`config.mk`:
```
export PLATFORM = sky130hd
export DESIGN_NAME = cfg_byte_transmitter
export DESIGN_NICKNAME = d
export VERILOG_FILES = /design/src/rtl/cfg_byte_transmitter.sv
export SDC_FILE = /design/constraint.sdc
export NUM_CORES = 1
export LEC_CHECK = 0
export CAP_MARGIN = 20
export CORE_UTILIZATION = 45
export CTS_CLUSTER_DIAMETER = 200
export CTS_CLUSTER_SIZE = 16
export DETAILED_ROUTE_END_ITERATION = 8
export DONT_BUFFER_PORTS = 1
export GPL_TIMING_DRIVEN = 0
export HOLD_SLACK_MARGIN = 0.08
export PLACE_DENSITY_LB_ADDON = 0.08
export SYNTH_ARGS = -nofsm -noshare
export SYNTH_HDL_FRONTEND = slang
export SYNTH_SLANG_ARGS = --single-unit
```
`constraint.sdc`:
```
create_clock -name clk -period 4.7 [get_ports clk]
set_clock_uncertainty 0.05 [all_clocks]
set_input_delay 0.94 -clock clk [delete_from_list [all_inputs] [get_ports clk]]
set_output_delay 0.94 -clock clk [all_outputs]
set_load 0.03 [all_outputs]
```
`src/rtl/cfg_byte_transmitter.sv`:
```
`default_nettype none
// ============================================================================
// Module   : cfg_byte_transmitter
// Brief    : Drives the byte-serial reconfiguration bus (tracing, configId,
//            configData). The host loads firmware bytes into an internal FIFO
//            and issues per-target commands. A target's bytes are streamed on
//            consecutive cycles only once all of them are buffered.
// Options  : CFG_TX_STATS_EN adds the bytes_sent / cmds_done counter outputs.
// Revision : 1.0 - initial release
// ============================================================================
module cfg_byte_transmitter #(
    parameter int         FIFO_DEPTH  = 64,
    parameter int         LEN_WIDTH   = $clog2(FIFO_DEPTH + 1),
    parameter logic [7:0] IDLE_ID     = 8'hFF,
    parameter int         TAIL_CYCLES = 4
) (
    input  logic                 clk,
    input  logic                 reset,
    input  logic                 byte_valid,
    input  logic [7:0]           byte_data,
    output logic                 byte_ready,
    input  logic                 cmd_valid,
    output logic                 cmd_ready,
    input  logic [7:0]           cmd_id,
    input  logic [LEN_WIDTH-1:0] cmd_len,
    input  logic                 cmd_last,
    output logic                 tracing,
    output logic [7:0]           configId,
    output logic [7:0]           configData,
    output logic                 busy,
    output logic                 err_len
`ifdef CFG_TX_STATS_EN
    ,
    output logic [15:0]          bytes_sent,
    output logic [7:0]           cmds_done
`endif
);

    // ------------------------------------------------------------------------
    // Derived constants
    // ------------------------------------------------------------------------
    localparam int                   c_AW        = (FIFO_DEPTH > 1) ? $clog2(FIFO_DEPTH) : 1;
    localparam logic [LEN_WIDTH-1:0] c_DEPTH     = LEN_WIDTH'(FIFO_DEPTH);
    localparam logic [LEN_WIDTH-1:0] c_LEN_ONE   = LEN_WIDTH'(1);
    localparam int                   c_TW        = (TAIL_CYCLES > 1) ? $clog2(TAIL_CYCLES) : 1;
    localparam logic [c_TW-1:0]      c_TAIL_LOAD = c_TW'(TAIL_CYCLES - 1);

    // ------------------------------------------------------------------------
    // State encoding
    // ------------------------------------------------------------------------
    typedef enum logic [2:0] {
        S_IDLE      = 3'd0,
        S_WAIT_DATA = 3'd1,
        S_SEND      = 3'd2,
        S_GAP       = 3'd3,
        S_WAIT_CMD  = 3'd4,
        S_TAIL      = 3'd5
    } state_t;

    state_t r_state;
    state_t w_state_next;

    // ------------------------------------------------------------------------
    // FIFO storage and bookkeeping
    // ------------------------------------------------------------------------
    logic [7:0]           r_mem [FIFO_DEPTH];
    logic [c_AW-1:0]      r_wr_ptr;
    logic [c_AW-1:0]      r_rd_ptr;
    logic [LEN_WIDTH-1:0] r_count;
    logic                 w_push;
    logic                 w_pop;

    // Latched command and tail timer
    logic [7:0]           r_id;
    logic [LEN_WIDTH-1:0] r_len;
    logic                 r_last;
    logic [c_TW-1:0]      r_tail_cnt;

    // Command handshake decode
    logic                 w_cmd_fire;
    logic                 w_len_bad;
    logic                 w_cmd_accept;
    logic                 w_cmd_reject;

    // Registered bus outputs
    logic                 r_tracing;
    logic [7:0]           r_config_id;
    logic [7:0]           r_config_data;
    logic                 r_busy;
    logic                 r_err_len;

    // ------------------------------------------------------------------------
    // Handshakes. A full FIFO refuses the byte even if a pop happens in the
    // same cycle, which keeps byte_ready a pure function of the count.
    // ------------------------------------------------------------------------
    assign byte_ready   = (r_count < c_DEPTH);
    assign cmd_ready    = (r_state == S_IDLE) || (r_state == S_WAIT_CMD);
    assign w_push       = byte_valid && byte_ready;
    // SEND is only entered with the whole length buffered, so a pop in SEND
    // can never underflow.
    assign w_pop        = (r_state == S_SEND);

    assign w_cmd_fire   = cmd_valid && cmd_ready;
    assign w_len_bad    = (cmd_len == '0) || (cmd_len > c_DEPTH);
    assign w_cmd_accept = w_cmd_fire && !w_len_bad;
    assign w_cmd_reject = w_cmd_fire && w_len_bad;

    // FIFO write port; storage needs no reset because the count gates reads.
    always_ff @(posedge clk) begin
        if (w_push) begin
            r_mem[r_wr_ptr] <= byte_data;
        end
    end

    // FIFO pointers and occupancy; a reset flushes whatever was buffered.
    always_ff @(posedge clk) begin
        if (reset) begin
            r_wr_ptr <= '0;
            r_rd_ptr <= '0;
            r_count  <= '0;
        end else begin
            if (w_push) begin
                r_wr_ptr <= r_wr_ptr + 1'b1;
            end
            if (w_pop) begin
                r_rd_ptr <= r_rd_ptr + 1'b1;
            end
            case ({w_push, w_pop})
                2'b10:   r_count <= r_count + 1'b1;
                2'b01:   r_count <= r_count - 1'b1;
                default: r_count <= r_count;
            endcase
        end
    end

    // ------------------------------------------------------------------------
    // Control FSM
    // ------------------------------------------------------------------------
    // State register.
    always_ff @(posedge clk) begin
        if (reset) begin
            r_state <= S_IDLE;
        end else begin
            r_state <= w_state_next;
        end
    end

    // Next-state decode.
    always_comb begin
        w_state_next = r_state;
        case (r_state)
            S_IDLE, S_WAIT_CMD: begin
                if (w_cmd_accept) begin
                    w_state_next = S_WAIT_DATA;
                end
            end
            S_WAIT_DATA: begin
                // Hold off until the full stream is buffered: a receiver
                // counts every cycle its ID is present, so no bubbles.
                if (r_count >= r_len) begin
                    w_state_next = S_SEND;
                end
            end
            S_SEND: begin
                if (r_len == c_LEN_ONE) begin
                    w_state_next = S_GAP;
                end
            end
            S_GAP: begin
                w_state_next = r_last ? S_TAIL : S_WAIT_CMD;
            end
            S_TAIL: begin
                if (r_tail_cnt == '0) begin
                    w_state_next = S_IDLE;
                end
            end
            default: begin
                w_state_next = S_IDLE;
            end
        endcase
    end

    // Command latch, remaining-length countdown and tail timer.
    always_ff @(posedge clk) begin
        if (reset) begin
            r_id       <= '0;
            r_len      <= '0;
            r_last     <= 1'b0;
            r_tail_cnt <= '0;
        end else begin
            if (w_cmd_accept) begin
                r_id   <= cmd_id;
                r_len  <= cmd_len;
                r_last <= cmd_last;
            end else if (r_state == S_SEND) begin
                r_len  <= r_len - c_LEN_ONE;
            end
            if (r_state == S_GAP) begin
                r_tail_cnt <= c_TAIL_LOAD;
            end else if ((r_state == S_TAIL) && (r_tail_cnt != '0)) begin
                r_tail_cnt <= r_tail_cnt - 1'b1;
            end
        end
    end

    // ------------------------------------------------------------------------
    // Bus outputs are registered from the current state, which gives the
    // guaranteed IDLE_ID lead cycle between acceptance and the first byte.
    // ------------------------------------------------------------------------
    // Output register stage; configData keeps its last value outside SEND.
    always_ff @(posedge clk) begin
        if (reset) begin
            r_tracing     <= 1'b1;
            r_config_id   <= IDLE_ID;
            r_config_data <= 8'h00;
            r_busy        <= 1'b0;
            r_err_len     <= 1'b0;
        end else begin
            r_err_len <= w_cmd_reject;
            r_busy    <= (r_state != S_IDLE);
            case (r_state)
                S_IDLE: begin
                    r_tracing   <= 1'b1;
                    r_config_id <= IDLE_ID;
                end
                S_SEND: begin
                    r_tracing     <= 1'b0;
                    r_config_id   <= r_id;
                    r_config_data <= r_mem[r_rd_ptr];
                end
                default: begin
                    r_tracing   <= 1'b0;
                    r_config_id <= IDLE_ID;
                end
            endcase
        end
    end

    assign tracing    = r_tracing;
    assign configId   = r_config_id;
    assign configData = r_config_data;
    assign busy       = r_busy;
    assign err_len    = r_err_len;

`ifdef CFG_TX_STATS_EN
    // ------------------------------------------------------------------------
    // Optional statistics: saturating byte count, wrapping command count.
    // ------------------------------------------------------------------------
    logic [15:0] r_bytes_sent;
    logic [7:0]  r_cmds_done;

    // Count streamed bytes and completed targets; cleared only by reset.
    always_ff @(posedge clk) begin
        if (reset) begin
            r_bytes_sent <= '0;
            r_cmds_done  <= '0;
        end else begin
            if ((r_state == S_SEND) && (r_bytes_sent != 16'hFFFF)) begin
                r_bytes_sent <= r_bytes_sent + 1'b1;
            end
            if (r_state == S_GAP) begin
                r_cmds_done <= r_cmds_done + 1'b1;
            end
        end
    end

    assign bytes_sent = r_bytes_sent;
    assign cmds_done  = r_cmds_done;
`endif

endmodule
`default_nettype wire

```
# ---- Yosys cells after proc, flatten, opt, wreduce, memory -nomap -nowiden
# Memory sizes are Yosys's and may differ from the RTL's. A register that Yosys moved wholly into a read port is not among the register bits.
# Index checks and enable logic that the tools add are counted.
dict set report word_totals {
  input_bits 28
  ff_bits 51
  memories 1
  mem_bits_rw 512
}
# name depth width rd rd_clocked_by_memory_dff write_ports line
set memory_table {}
lappend memory_table {r_mem 64 8 1 1 1 66} ;# logic [7:0] r_mem [FIFO_DEPTH];
dict set report classes {
  mux 14
  addsub 6
  eq_ne 12
  magnitude_cmp 3
  reduce_logical 19
  bitwise_logic 1
}
# cell count
set op_table {}
lappend op_table {{$pmux 3 s5} 1}
lappend op_table {{$mux 7} 2}
lappend op_table {{$pmux 7 s2} 1}
lappend op_table {{$sub 7x1->7 const B} 2}
lappend op_table {{$add 6x1->6 const B} 2}
lappend op_table {{$mux 3} 4}
lappend op_table {{$reduce_bool 2->1} 4}
lappend op_table {{$add 7x1->7 const B} 1}
lappend op_table {{$eq 7x1->1 const B} 1}
lappend op_table {{$ge 7x7->1} 1}
lappend op_table {{$gt 7x7->1 const B} 1}
lappend op_table {{$logic_not 7->1} 1}
lappend op_table {{$lt 7x7->1 const B} 1}
lappend op_table {{$eq 3x2->1 const B} 2}
lappend op_table {{$eq 3x3->1 const B} 2}
lappend op_table {{$ne 2x2->1 const B} 3}
lappend op_table {{$logic_and 1x1->1} 5}
lappend op_table {{$mux 1} 4}
lappend op_table {{$mux 2} 2}
lappend op_table {{$reduce_and 4->1} 1}
lappend op_table {{$reduce_or 2->1} 2}
lappend op_table {{$eq 3x1->1 const B} 1}
lappend op_table {{$logic_not 3->1} 1}
lappend op_table {{$reduce_bool 3->1} 1}
lappend op_table {{other kinds (8)} 9}

# ---- Depth between registers and ports, before layout
dict set report depth {
  word_depth 6
  ltp_mapped 15
  mapped_depth_nobuf 12
}

# ---- Worst setup path after synthesis
# Ideal clock, no wire load.
dict set report synth_timing {
  kind {input to register}
  from {input port byte_valid}
  to {register r_count[6]}
  t_required_ns 4.580
  setup_ns 0.070
  n_path_buf 1
  cell_stages 12
  arrival_ns 3.153
  slack_ns 1.426
  cell_sequence {and2b_1 inv_1 ha_1 buf_2 xor2_1 ha_1 a21oi_4 o21ai_0 a221oi_1 a222oi_1 or3_1 a21oi_1}
}
dict set report synth_between {
  elab_chain_cells 3
  word_cells_on_any_way 5
  classes_between {eq/ne (2); mux (1); reduce/logical (2)}
}
# element line
set synth_rtl {}
lappend synth_rtl {{from (decl)} 19} ;# input logic byte_valid,
lappend synth_rtl {{$logic_and 1x1->1 (*)} 98} ;# assign w_push = byte_valid && byte_ready;
lappend synth_rtl {{$eq 2x1->1 / $eq 2x2->1 (equally long branches)} 128} ;# case ({w_push, w_pop})
lappend synth_rtl {{$pmux 7 s2 / $reduce_bool 2->1 (equally long branches)} -}
lappend synth_rtl {{to (signal assigned)} 129} ;# 2'b10: r_count <= r_count + 1'b1;
lappend synth_rtl {{to (signal assigned)} 130} ;# 2'b01: r_count <= r_count - 1'b1;
lappend synth_rtl {{to (signal assigned)} 131} ;# default: r_count <= r_count;
lappend synth_rtl {{to (decl)} 69} ;# logic [LEN_WIDTH-1:0] r_count;
# Mark *: on every way between the ends. The rest lies on a longest branch, timed or not.
# A chain may end at the register's enable or synchronous reset.

# ---- Worst setup path in the final report
dict set report layout_timing {
  from {register r_state[2]}
  to {register r_count[6]}
}
dict set report layout_between {
  elab_chain_cells 3
  word_cells_on_any_way 5
  classes_between {eq/ne (3); mux (1); reduce/logical (1)}
}
# element line
set layout_rtl {}
lappend layout_rtl {{from (decl)} 60} ;# state_t r_state;
lappend layout_rtl {{from (signal assigned)} 144} ;# r_state <= w_state_next;
lappend layout_rtl {{$eq 3x2->1 (*)} 101} ;# assign w_pop = (r_state == S_SEND);
lappend layout_rtl {{$eq 2x1->1 / $eq 2x2->1 (equally long branches)} 128}
lappend layout_rtl {{$pmux 7 s2 / $reduce_bool 2->1 (equally long branches)} -}
# Marked as above.

==> summary.md <==
| Metric | Value |
|---|---|
| Fillers | `4230` |
| Peak VDD IR | `0.000327 V` |
| Worst path cell trace | `buf_4, nand2b_4, or2_2, inv_1, buf_4, ha_1, buf_2, xor2_1, ha_1, a21oi_4, o21ai_0, a221oi_1, a222oi_1, or3_1, a21oi_1` |
| Overflow after GRT | `0` |
| Final antenna-violating net count | `0` |
| Most common cell after layout, fill and taps aside | `edfxtp_1` |
| Pre-Repair DR Iteration Count | `5` |
| Outcome | `completed` |
| R2R cell count | `15` |
| CTS tree | `built` |
| Num CTS Buffers | `41` |
| Post-route cell area | `25000 µm²` |
| WS Path Type | `reg2reg` |
| Fraction of layout cells with a size suffix above 1 | `13.5%` |
| Mapped Avg Cell Area | `16.7 µm²` |
| Worst slew pin tran | `1090 ps` |
| Max-cap violations | `0` |
| Pwr dens | `445 nW/µm²` |
| Static Leak | `7.51 nW` |
| Utilization after layout | `49.8%` |
| Initial antenna violation count | `0` |
| Setup-failing EPs final | `0` |
| GPL Wtd Cong | `0.900` |
| Ys Warns | `0` |
| First-pass GRT wire length | `86.7 mm` |
| Post-route insts no fill | `2119` |
| Final Power | `11.1 mW` |
| Worst-path fanout max | `11` |
| RSZ-0062 raised after global routing | `false` |
| Clock Latency Late Sink | `580 ps` |
| Crit end category | `register` |
| Critical Path Max Stage Delay | `380 ps` |
| Sequential element share of the synthesized area | `72.3%` |
| Post-CTS resize count | `0` |
| Required time worst endpoint | `5160 ps` |
| Total setup buffers inserted after CTS | `0` |
| Hold_buf cts | `0` |
| Clock period minus worst slack | `3730 ps` |
| Die area | `51800 µm²` |
| Ports | `49` |
| Crit path depth | `15` |
| FP Rows | `82` |
| Worst Slack Setup Final | `972 ps` |
| Synthesis-stage register bit count | `571` |
| Post-Synthesis Cells | `1368` |
| Port bufs | `0` |
| Fmax | `268 MHz` |
| CTS sink count | `571` |
| Post-DP Area | `23800 µm²` |
| Routed len/inst | `29.0 µm` |
| Main synth FF type | `edfxtp_1` |
| Via count | `12400` |
| Clock Root Buffer | `clkbuf_16` |
| Remaining DRCs | `0` |
| Headroom to the max-slew limit | `27.6%` |
| HP Class | `reg2reg` |
| Hold slack | `395 ps` |
| CP bufs+invs | `4` |
| DP HPWL | `40.0 mm` |
| Antenna cell count | `0` |
| Most frequent cells in the layout | `edfxtp_1, mux2i_1, nor2_1` |
| Dpl cells | `2043` |
| Syn nets | `1411` |
| Startpoint types | `register` |
| Unique cell type count in the Yosys netlist | `66` |
| Number of enable flip-flop cells after synthesis | `512` |
| Arrival @ worst endpoint | `4190 ps` |
| Async SR Flop Fraction | `0%` |
| Crit path max-delay family | `compound AO/OA/AOI/OAI gates` |
| GRT Overall Usage | `24.2%` |
| Die Height | `228 µm` |
| Dpl ws | `884 ps` |
| Htree depth | `2` |
| Die width | `228 µm` |
| Final hold viol count | `0` |
| Clock slew at reported path FFs | `80 ps` |
| Via-to-Cell Ratio | `5.87` |
| Max Slew Vio Count | `0` |
| Synth Cell Area | `22900 µm²` |
| Max Root-Sink Buffers | `3` |
| Hold Path Depth | `1` |
| Setup TNS Final | `0 ps` |
| Vias in the first global route | `12100` |
| DRT iter0 DRCs | `1401` |
| Core area | `50200 µm²` |
| Final worst path period share | `79.3%` |
| Largest net degree at the start of global routing | `65` |
| Area Overhead vs Synth | `9.09%` |
| Slowest CP cell | `a221oi_1` |
| Routed Wire Length | `61.4 mm` |
| Fin nets | `1457` |
| Initial Util | `45.7%` |
[path summary, 6_finish.rpt]
check / to / from / slack (ps)
setup reg to reg: r_count[6]$_SDFFE_PP0P_ / r_state[2]$_SDFFE_PP0P_ / 970
hold / removal: configId[1]$_SDFF_PP1_ / r_id[1]$_SDFFE_PP0P_ / 390
setup / recovery: r_count[6]$_SDFFE_PP0P_ / r_state[2]$_SDFFE_PP0P_ / 970
hold reg to reg: configId[1]$_SDFF_PP1_ / r_id[1]$_SDFFE_PP0P_ / 390
[synth_stat cells (10+ instances only)]
master,number,area [µm²]
ha_1,15,188
nand2_1,64,240
a211oi_1,22,165
xnor2_1,10,87.6
mux2_2,15,169
xor2_1,11,96.3
a21oi_1,38,190
clkbuf_1,36,135
or3_1,14,87.6
inv_1,18,67.6
buf_2,19,95.1
edfxtp_1,512,15400
buf_4,16,120
o22ai_1,17,106
nor2_1,100,375
o21ai_0,39,195
mux4_2,72,1620
buf_6,11,124
dfxtp_1,59,1180
nor3_1,12,60.1
nand3_1,33,165
a22oi_1,24,180
mux2i_1,106,1060
[flip-flops by register name, summed over array words and instances (netlist names)]
signal / flops
r_len: 7
r_mem: 512
err_len: 1
r_wr_ptr: 6
r_count: 7
busy: 1
r_last: 1
r_rd_ptr: 6
r_tail_cnt: 2
configId: 8
r_id: 8
configData: 8
r_state: 3
tracing: 1
[cell families (layout without fill, tap and decap cells)]
group | count (synthesis) | after routing | share of synthesized area (%)
AOI/OAI and AO/OA | 187 | 187 | 5.39
xor gates and xnor gates | 21 | 21 | 0.803
adders and majority gates | 15 | 15 | 0.819
muxes | 194 | 194 | 12.5
and+or+nand+nor | 278 | 278 | 5.79
DFF | 571 | 571 | 72.3
buffers and inverters | 102 | 181 | 2.40
[where the power goes]
part	internal (mW)	switching [mW]
sequential	5.64	0.177
combinational	0.727	1.10
clock	1.72	1.74
total	8.09	3.02
[final cells by class]
cell class / instances / area, µm² / share of cell area, %
flip-flops and latches: 571 / 16600 / 66.3
well taps: 672 / 841 / 3.37
multi-input cells: 695 / 5800 / 23.2
plain buffers: 84 / 483 / 1.93
repair buffers: 3 / 26.3 / 0.105
clock buffers: 74 / 1190 / 4.77
inverters: 18 / 67.6 / 0.270
clock inverters: 2 / 16.3 / 0.0651
[metal layers]
metal / vias up / GRT usage (%) / wire length, µm
met4: 0 / 7.66 / 1700
li1: 5447 / - / -
met3: 89 / 4.71 / 4290
met1: 6449 / 33.3 / 26400
met5: - / 0 / 0
met2: 462 / 38.9 / 29000
(Power assumes the default switching activity.)
==> edit, RTL diff (same flow settings) <==
Re-encode `state_t` (6 states) as one-hot, 6 bits wide.
--- a/src/rtl/cfg_byte_transmitter.sv
+++ b/src/rtl/cfg_byte_transmitter.sv
@@ -48,13 +48,13 @@
     // ------------------------------------------------------------------------
     // State encoding
     // ------------------------------------------------------------------------
-    typedef enum logic [2:0] {
-        S_IDLE      = 3'd0,
-        S_WAIT_DATA = 3'd1,
-        S_SEND      = 3'd2,
-        S_GAP       = 3'd3,
-        S_WAIT_CMD  = 3'd4,
-        S_TAIL      = 3'd5
+    typedef enum logic [5:0] {
+        S_IDLE      = 6'b000001,
+        S_WAIT_DATA = 6'b000010,
+        S_SEND      = 6'b000100,
+        S_GAP       = 6'b001000,
+        S_WAIT_CMD  = 6'b010000,
+        S_TAIL      = 6'b100000
     } state_t;
 
     state_t r_state;
Check against the original RTL: same outputs for any inputs over 4 cycles, from zero or initial values and one cycle with reset high; so few cycles prove little.
==> edit against the original RTL <==
- synthesized cell count is essentially flat
- worst setup slack lost 0.32 ns
- count of clock-buffer cells in the layout shrank 9
- sequential cell count grew 3
- routed wire length shrank 3.1%
- synthesized area grew 0.78%
- final area grew 0.42%
- critical path type unchanged
- critical endpoint unchanged
- highest routed layer unchanged
Power is not compared: it rests on default switching activity, and its combinational part moved more than twofold at a synthesized area within 25%.
==> edit: results (changes against the original RTL) <==
worst_pin_slew_ns: 1.045  # -0.04075 ns
met3WireLength_um: 3625  # -15%
grt_pass1_vias: 12220  # +1.3%
synth_common_cells: "512 x edfxtp_1, 111 x nor2_1, 94 x mux2i_1"
max_freq_mhz: 246.9  # -8.0%
syn_nets: 1410  # -0.071%
grt.met3_usage: 0.03955  # -0.007563
synth_area_leaders: "edfxtp_1 67%, mux4_2 6.9%, dfxtp_1 5.4%"
syn_avg_cell_area_um2: 16.88  # +0.85%
synth_ff_type: "edfxtp_1"
ff2ff_setup_slack_ns: 0.65  # -0.32 ns
grt_use_met2: 0.3648  # -0.02393
synth_edf_count: 512  # unchanged
dp_hpwl_um: 38910  # -2.6%
htreeDepth: 2  # unchanged
drive_above_1_share: 0.1461  # +0.01069
clkLatencyLatePin_ns: 0.60  # +0.02 ns
r2r_start: "r_state[4]"
final_cells: 2109  # -0.47%
grt_use_met1: 0.3297  # -0.003782
gp_congestion: 0.8830  # -1.9%
route.met2.wl_um: 27900  # -3.8%
crit_slowest_cell: "a2111oi_0"
cts-root-buf: "clkbuf_16"
grt_max_degree: 65  # unchanged
wl_per_cell_um: 28.20  # -2.6%
dp_cells: 2040  # -0.15%
worstPathArrival_ns: 4.43  # +0.24 ns
max_stage_delay_ns: 0.54  # +0.16 ns
r2r_cells: 13  # -2
preCtsSetupSlack_ns: 0.6553  # -0.2285 ns
peakVddDrop_mv: 0.2812
grt_usage: 0.2304  # -0.01174
hold_class: "primary input to flop"
grt_first_pass_wirelength_um: 86400  # -0.32%
ys_seq_area_frac: 0.7199  # -0.002962
holdCritStartpoint: "byte_data[3]"
port_buffers: 0  # unchanged
top_layer: "met4"
dr.pass1.iters: 6  # +1
hold_depth: 0  # -1
nets: 1454  # -0.21%
p_sw_frac: 0.2056
hold_end: "r_mem[22][3]"
largest_reg_flops: 512  # unchanged
first_iter_violations: 1328  # -5.2%
status: "complete, no violations"
num_vias: 12500  # +0.45%
path_delay_family: "compound AO/OA/AOI/OAI gates"
fillers: 4208  # -0.52%
wl_met1_um: 26500  # +0.46%
synth_cell_types: 73  # +11%
## edit: cell type report
class / instances / share of cell area
multi-input combinational: 696 / 0.2379
sequential: 574 / 0.6623
clock inverter: 4 / 0.001646
clock buffer: 65 / 0.04448
timing repair buffer: 1 / 0.0001995
buffer: 77 / 0.01701
tap: 672 / 0.03351
inverter: 20 / 0.002992
## edit: logic make-up (layout without fill, tap and decap cells)
kind of cell | Yosys count | after routing | share of synthesized area
compound gates | 167 | 167 | 0.05047
flops | 574 | 574 | 0.7199
xor+xnor | 16 | 16 | 0.006071
fa+ha+maj | 15 | 15 | 0.008131
simple gates | 293 | 293 | 0.06218
buf+inv | 97 | 167 | 0.02174
mux | 205 | 205 | 0.1315
## edit: power by group through the flow
stage                     Combinational [mW]  Clock [mW]  Sequential [mW]
after CTS                              0.181        3.44             5.60
after detailed placement               0.181           0             5.72
final                                  0.181        3.39             5.60
after floorplan                        0.133           0             5.71
after global routing                   0.201        3.63             5.61
after global placement                 0.180           0             5.72
## edit: worst max path at each step
stage               start         end  cells past startpoint
5_1_grt        r_state[5]  r_count[6]                     13
6_report       r_state[4]  r_count[6]                     13
4_1_cts        r_state[4]  r_count[6]                     13
3_3_place_gp   r_state[4]  r_count[6]                     13
2_1_floorplan  byte_valid  r_count[6]                     11
3_5_place_dp   byte_valid  r_count[6]                     11
## edit: through the flow
step           hold slack [ns]  instance area (µm²)
2_1_floorplan           0.3654                23080
3_3_place_gp            0.3718                23920
3_5_place_dp            0.3775                23930
4_1_cts                 0.3619                25090
5_1_grt                 0.3563                25090
6_report                0.3920                25090
